<file path="config.mk">
export PLATFORM = sky130hd
export DESIGN_NAME = dmem_lsu
export DESIGN_NICKNAME = d
export VERILOG_FILES = /design/src/rtl/dmem_lsu.sv
export SDC_FILE = /design/constraint.sdc
export NUM_CORES = 1
export LEC_CHECK = 0
export CAP_MARGIN = 10
export CORE_MARGIN = 2
export CORE_UTILIZATION = 39
export CTS_CLUSTER_SIZE = 8
export DETAILED_ROUTE_END_ITERATION = 8
export PLACE_DENSITY = 0.85
export SYNTH_ARGS = -nofsm -noshare
export SYNTH_HDL_FRONTEND = slang
export SYNTH_SLANG_ARGS = --single-unit
</file>
<file path="constraint.sdc">
create_clock -name clk -period 1.8 [get_ports clk]
set_input_delay 0.54 -clock clk [delete_from_list [all_inputs] [get_ports clk]]
set_output_delay 0.54 -clock clk [all_outputs]
set_load 0.02 [all_outputs]
</file>
<file path="src/rtl/dmem_lsu.sv">
// dmem_lsu: RISC-V B/H/W load/store unit over a word-only data memory (SB/SH via read-modify-write)
// Ports: clk/rst (sync, active-high); core side req_valid/req_ready/req_we/req_funct3/req_addr/req_wdata,
//   resp_valid/resp_rdata/resp_err; memory side MemRead/MemWrite/addr/WriteData/ReadData (combinational read).
// Define DMEM_LSU_ALIGN_CHECK_EN to turn misaligned H/HU/W accesses into error responses.
module dmem_lsu #(
  parameter int ADDR_W = 32
) (
  input  logic              clk,
  input  logic              rst,
  input  logic              req_valid,
  output logic              req_ready,
  input  logic              req_we,
  input  logic [2:0]        req_funct3,
  input  logic [ADDR_W-1:0] req_addr,
  input  logic [31:0]       req_wdata,
  output logic              resp_valid,
  output logic [31:0]       resp_rdata,
  output logic              resp_err,
  output logic              MemRead,
  output logic              MemWrite,
  output logic [ADDR_W-1:0] addr,
  output logic [31:0]       WriteData,
  input  logic [31:0]       ReadData
);
  typedef enum logic [2:0] {IDLE, RD, RMW_RD, WR, RESP} state_t;
  state_t state_q, state_d;
  logic we_q, we_d, err_q, err_d, bad;
  logic [2:0] f3_q, f3_d;
  logic [ADDR_W-1:0] a_q, a_d;
  logic [31:0] wd_q, wd_d, rdata_q, rdata_d, sh, ld_ext, mask, ins, merged;
  logic [15:0] half;
  always_comb begin
    bad = (req_funct3 == 3'b011) | (req_funct3[2:1] == 2'b11) | (req_funct3[2] & req_we);
`ifdef DMEM_LSU_ALIGN_CHECK_EN
    bad = bad | ((req_funct3[1:0] == 2'b01) & req_addr[0]) | ((req_funct3[1:0] == 2'b10) & (|req_addr[1:0]));
`else
    bad = bad | 1'b0;
`endif
  end
  // Lane extraction for loads; sign extension suppressed for BU/HU (funct3[2]).
  assign sh     = ReadData >> {a_q[1:0], 3'b000};
  assign half   = a_q[1] ? ReadData[31:16] : ReadData[15:0];
  assign ld_ext = (f3_q[1:0] == 2'b00) ? {{24{~f3_q[2] & sh[7]}}, sh[7:0]} :
                  (f3_q[1:0] == 2'b01) ? {{16{~f3_q[2] & half[15]}}, half} : ReadData;
  // Store merge: replicate the store data across lanes and keep only the addressed lane.
  assign mask   = f3_q[0] ? (a_q[1] ? 32'hFFFF_0000 : 32'h0000_FFFF) : (32'h0000_00FF << {a_q[1:0], 3'b000});
  assign ins    = f3_q[0] ? {2{wd_q[15:0]}} : {4{wd_q[7:0]}};
  assign merged = (ReadData & ~mask) | (ins & mask);
  always_comb begin
    state_d = state_q;
    we_d    = we_q;
    f3_d    = f3_q;
    a_d     = a_q;
    wd_d    = wd_q;
    rdata_d = rdata_q;
    err_d   = err_q;
    case (state_q)
      IDLE: if (req_valid) begin
        we_d    = req_we;
        f3_d    = req_funct3;
        a_d     = req_addr;
        wd_d    = req_wdata;
        rdata_d = '0;
        err_d   = bad;
        state_d = bad ? RESP : !req_we ? RD : req_funct3[1] ? WR : RMW_RD;
      end
      RD: begin
        rdata_d = ld_ext;
        state_d = RESP;
      end
      RMW_RD: begin
        wd_d    = merged;
        state_d = WR;
      end
      WR:      state_d = RESP;
      default: state_d = IDLE;
    endcase
  end
  always_ff @(posedge clk) begin
    if (rst) begin
      state_q <= IDLE;
      we_q    <= 1'b0;
      f3_q    <= '0;
      a_q     <= '0;
      wd_q    <= '0;
      rdata_q <= '0;
      err_q   <= 1'b0;
    end else begin
      state_q <= state_d;
      we_q    <= we_d;
      f3_q    <= f3_d;
      a_q     <= a_d;
      wd_q    <= wd_d;
      rdata_q <= rdata_d;
      err_q   <= err_d;
    end
  end
  assign req_ready  = state_q == IDLE;
  assign resp_valid = state_q == RESP;
  assign resp_rdata = rdata_q;
  assign resp_err   = err_q;
  assign MemRead    = (state_q == RD) | (state_q == RMW_RD);
  assign MemWrite   = state_q == WR;
  assign addr       = (MemRead | MemWrite) ? {a_q[ADDR_W-1:2], 2'b00} : '0;
  assign WriteData  = MemWrite ? wd_q : '0;
endmodule

</file>
# After elaboration in Yosys (flattened, before gate mapping)
# Cells that the tools add are included.
totals:
  inputBits: 103
  word_cells: 53
  ff_bits: 103
  out_inout_bits: 101
classes:
  bitwise: 12
  n_reduce_logical: 8
  shift: 2
  n_eq_ne: 8
  n_mux: 17
ops:
  columns: ["op", "n"]
  rows:
  - ["2-to-1 mux 32 bit", 9]
  - ["one-hot mux 32 bit (2 select lines)", 2]
  - ["bitwise AND 32 bit", 2]
  - ["NOT 32 bit", 1]
  - ["OR 32 bit", 1]
  - ["left shift 8 x 5 -> 32 bit, first input constant", 1]
  - [">> shifter 32 x 5 -> 8 bit", 1]
  - ["2-to-1 mux 16 bit", 1]
  - ["equality test 3 x 2 -> 1 bit, second input constant", 3]
  - ["one-hot mux 3 bit (3 select lines)", 1]
  - ["2-to-1 mux 3 bit", 2]
  - ["AND reduction 2 bit", 3]
  - ["OR 1 bit", 4]
  - ["nonzero test 2 bit", 2]
  - ["bitwise AND 1 bit", 3]
  - ["equality test 3 x 1 -> 1 bit, second input constant", 1]
  - ["equality test 3 bit, second input constant", 1]
  - ["zero test 3 bit", 1]
  - ["equality test 2 x 1 -> 1 bit, second input constant", 1]
  - ["equality test 2 bit, second input constant", 1]
  - ["zero test 2 bit", 1]
  - ["2-to-1 mux 2 bit", 1]
  - ["inequality test 2 bit, second input constant", 1]
  - ["OR reduction 2 bit", 1]
  - ["2 further kinds", 2]

# Depth between registers and ports, before layout
depth:
  ltp_word: 6
  ltp_mapped: 7
  ltp_nobuf: 4

# Least setup slack after synthesis
# Ideal clock, no wire load.
synth_path:
  path_kind: "register -> output"
  startpoint: "register state_q[1]"
  endpoint: "output WriteData[0]"
  required_ns: 1.260
  path_buffers: 2
  arrival_ns: 1.594
  slack_ns: -0.334
  path_stages_with_launch: 6
  path_cell_list: "dfxtp_1 buf_2 inv_1 nor3b_1 clkbuf_1 and2_1"
synth_via:
  elab_chain_cells: 2
synth_rtl:
  columns: ["item", "line", "rtl"]
  rows:
  - ["start: declaration", "26", "state_t state_q, state_d;"]
  - ["start signal: assignment", "89", "state_q <= state_d;"]
  - ["equality test 3 x 2 -> 1 bit", "103", "assign MemWrite = state_q == WR;"]
  - ["named net MemWrite", "20", "output logic MemWrite,"]
  - ["2-to-1 mux 32 bit", "105", "assign WriteData = MemWrite ? wd_q : '0;"]
  - ["end: declaration", "22", "output logic [31:0] WriteData,"]
# The timed path passes the listed nets, and every way through them passes these cells.

# Final worst setup path
layout_path:
  startpoint: "register state_q[1]"
  endpoint: "output WriteData[29]"
layout_via:
  elab_chain_cells: 2
layout_rtl:
  columns: ["item", "line"]
  rows:
  - ["equality test 3 x 2 -> 1 bit", "103"]
  - ["2-to-1 mux 32 bit", "105"]
# Every way passes these cells.

==> results.py <==
metrics = {
    "worst_setup_path": {
        "crit_family": "buffers and inverters",
        "cp_max_fo": 7,
        "crit_buf_inv": 4,
        "crit_path_start_kind": "register",
        "critPathCaptureType": "output pin",
        "path_cells": "inv_4, nor3b_4, buf_6, buf_6, and2_4, buf_6",
        "crit_arrival_ns": 1.50,
        "worstRegToRegCells": 4,
        "worstSetupPathType": "register to output pin",
        "cpPeakStageDelay_ns": 0.38,
        "r2r-end": "resp_rdata[15]",
        "crit_slowest_cell": "dfxtp_4",
        "r2r_start": "a_q[1]",
        "reg2reg_slack_ns": 0.10,
        "critPathRequiredTime_ns": 1.26,
        "cp_common_cell": "buf_6",
    },
    "global_routing": {
        "busiest_layer": "met2",
        "grt_util_met3_pct": 5.43,
        "grt_max_degree": 35,
        "grt_usage_pct": 25.8,
        "grt_pass1_vias": 5401,
        "met2_usage_pct": 42.1,
        "overflow": 0,
        "use_met1_pct": 34.1,
        "antenna_found_initial": 0,
        "grt_pass1_wl_um": 28800,
    },
    "synthesis": {
        "synth_top_area_share_pct": 40.8,
        "synth_top_family_by_area": "compound AO/OA/AOI/OAI gates",
        "syn_inst": 625,
        "synth-adder-area-share_pct": 0,
        "yosysSeqAreaShare_pct": 40.8,
        "synth_top_cell_by_area": "dfxtp_1",
        "synth-seq-cells": 103,
        "synth_area_per_cell_um2": 8.10,
        "yosys_warnings": 0,
        "synth_top_flop_cell": "dfxtp_1",
        "synth_edf_count": 0,
        "synth_xor_area_share_pct": 0.173,
        "synthMuxAreaShare_pct": 2.08,
        "yosys.cell_types.count": 46,
        "synthTopCellsByArea": "dfxtp_1 41%, and2_1 8.0%, a21oi_1 6.7%",
        "synth_compound_gate_area_share_pct": 27.7,
        "ys_async_sr_fraction_pct": 0,
        "synth_area_mm2": 0.00506,
        "synthSimpleGateAreaFrac_pct": 23.4,
    },
    "die": {
        "core_area_mm2": 0.0126,
        "die-width_um": 118,
        "rows": 41,
        "die-area_mm2": 0.0139,
        "initial_core_util_pct": 40.1,
        "io_pins": 204,
        "die_h_um": 118,
    },
    "timing": {
        "slew_viol_final": 0,
        "timing.final.crit_period_ns": 2.04,
        "setup_viol": 65,
        "final_hold_viol_count": 0,
        "fmax_mhz": 490,
        "setup_slack_ns": -0.241,
        "clock_skew_ns": 0.00853,
        "holdWs_ns": 0.448,
        "rsz0062_at_grt": "yes",
        "fin_crit_sh_pct": 113,
    },
    "route": {
        "via_per_inst": 5.51,
        "drt_iter0_markers": 555,
        "wl_per_cell_um": 18.4,
        "drc": 0,
        "wl_um": 19100,
        "ant_nets": 0,
        "vias": 5723,
        "dr.pass1.iters": 5,
    },
    "run_status": {
        "status": "finished with violations",
        "violations": "negative setup slack",
    },
    "finish": {
        "area_growth_pct": 63.4,
        "diodes": 0,
        "final_nets": 964,
        "final_core_util_pct": 65.5,
        "fillers": 1047,
        "drive_above_1_share_pct": 25.2,
    },
    "place": {
        "dp_hpwl_um": 13300,
        "post-place-ws_ns": -0.493,
        "port_buffers": 201,
        "routabilityCongestion": 0.937,
    },
    "hold_path": {
        "whs_endpoint": "a_q[21]",
        "hold_path_class": "register to register",
        "holdPathStages": 2,
        "hp-start": "a_q[21]",
    },
    "cts": {
        "numCtsBuffers": 9,
        "cts_buffer_depth": 2,
        "cts_tree": "done",
        "cts.clk_slew.worst_paths_ns": 0.07,
        "clk_latency_ns": 0.34,
        "clkSinkCount": 103,
        "htree_levels": 3,
        "root_buffer": "clkbuf_16",
    },
    "power_and_ir_drop": {
        "p_per_area_mw_per_mm2": 739,
        "p_leak_nw": 3.51,
        "ir_worst_vdd_mv": 0.365,
    },
    "flow_run": {
        "max-cap-violations": 0,
    },
}
where the power goes:
| part | internal [mW] | switching, mW |
|---|---|---|
| combinational | 0.681 | 0.717 |
| sequential | 2.45 | 0.126 |
| clock | 1.29 | 0.839 |
registers in the layout (all words and copies together), names as in the netlist, named ones only:
register	count
a_q	32
resp_rdata	32
wd_q	24
f3_q	3
state_q	3
resp_err	1
synthesized netlist by cell type (8+ instances only):
library cell / count
dfxtp_1: 103
nand2_1: 82
a21oi_1: 68
and2_1: 65
nor2_1: 36
clkbuf_1: 32
o22ai_1: 32
nor3_1: 30
o2bb2ai_1: 24
buf_2: 19
o21a_1: 16
o211ai_1: 15
a211oi_1: 9
inv_1: 9
mux2i_1: 9
a22oi_1: 8
o21bai_1: 8
layout by cell type, fill, tap and decap left out, types with 29 or more instances in the layout:
master           instances
dfxtp_1                 98
clkdlybuf4s50_1         96
nand2_1                 81
a21oi_1                 68
buf_4                   68
buf_6                   67
dlygate4sd2_1           36
and2_1                  33
and2_4                  32
nor2_1                  32
o22ai_1                 32
nor3_1                  29
area by class of cell:
cell class | count | area, µm² | area share [%]
clock buffer | 13 | 260 | 3.15
clock inverter | 3 | 65.1 | 0.787
inverter | 10 | 40.0 | 0.484
multi-input combinational | 457 | 2860 | 34.6
sequential | 103 | 2080 | 25.1
tap | 172 | 215 | 2.60
timing repair buffer | 280 | 2750 | 33.3
repair_timing:
action / 4_1_cts / 5_1_grt
pin swaps: 20 / 11
setup endpoints to repair: 131 / 105
hold buffers: 0 / 0
cloned: 5 / 1
buffers inserted: 3 / 2
gates resized for setup: 455 / 32
layer usage:
metal	wire, µm	share of wire (%)	up-vias
met4	465	2.4	0
li1	-	-	2708
met5	0	0	-
met2	9150	48	261
met1	7980	42	2723
met3	1510	7.9	31
stage by stage:
step,std cells,setup TNS (ns),area (µm²),power (mW)
CTS,1035,-11.95,8140,6.08
finish,1038,-11.36,8270,6.11
floorplan,626,-0.0754,5120,3.25
detailed placement,1011,-42.42,7690,3.96
global placement,1011,-37.36,7690,3.93
global route,1038,-15.21,8270,6.34
cell families after synthesis:
| family | count (synthesis) |
|---|---|
| compound gates | 207 |
| xor+xnor | 1 |
| buf+inv | 67 |
| flops | 103 |
| mux | 10 |
| other cells | 1 |
| simple gates | 236 |
worst max path at each step:
stage	start	end	slack, ns	cells past startpoint
after floorplan	state_q[1]	WriteData[15]	-0.007	5
after global placement	ReadData[23]	resp_rdata[15]	-0.46	5
after detailed placement	ReadData[23]	resp_rdata[15]	-0.49	5
after CTS	state_q[1]	WriteData[0]	-0.26	6
after global routing	state_q[1]	WriteData[29]	-0.30	6
final	state_q[1]	WriteData[29]	-0.24	6
worst register-to-register path, stage by stage, from the launching register on:
cell and delay, ns:
dfxtp_4 0.41, mux2_4 0.33, and3b_1 0.18, o41a_4 0.41, a32o_1 0.28
No activity file was read; power rests on OpenSTA's default activity.
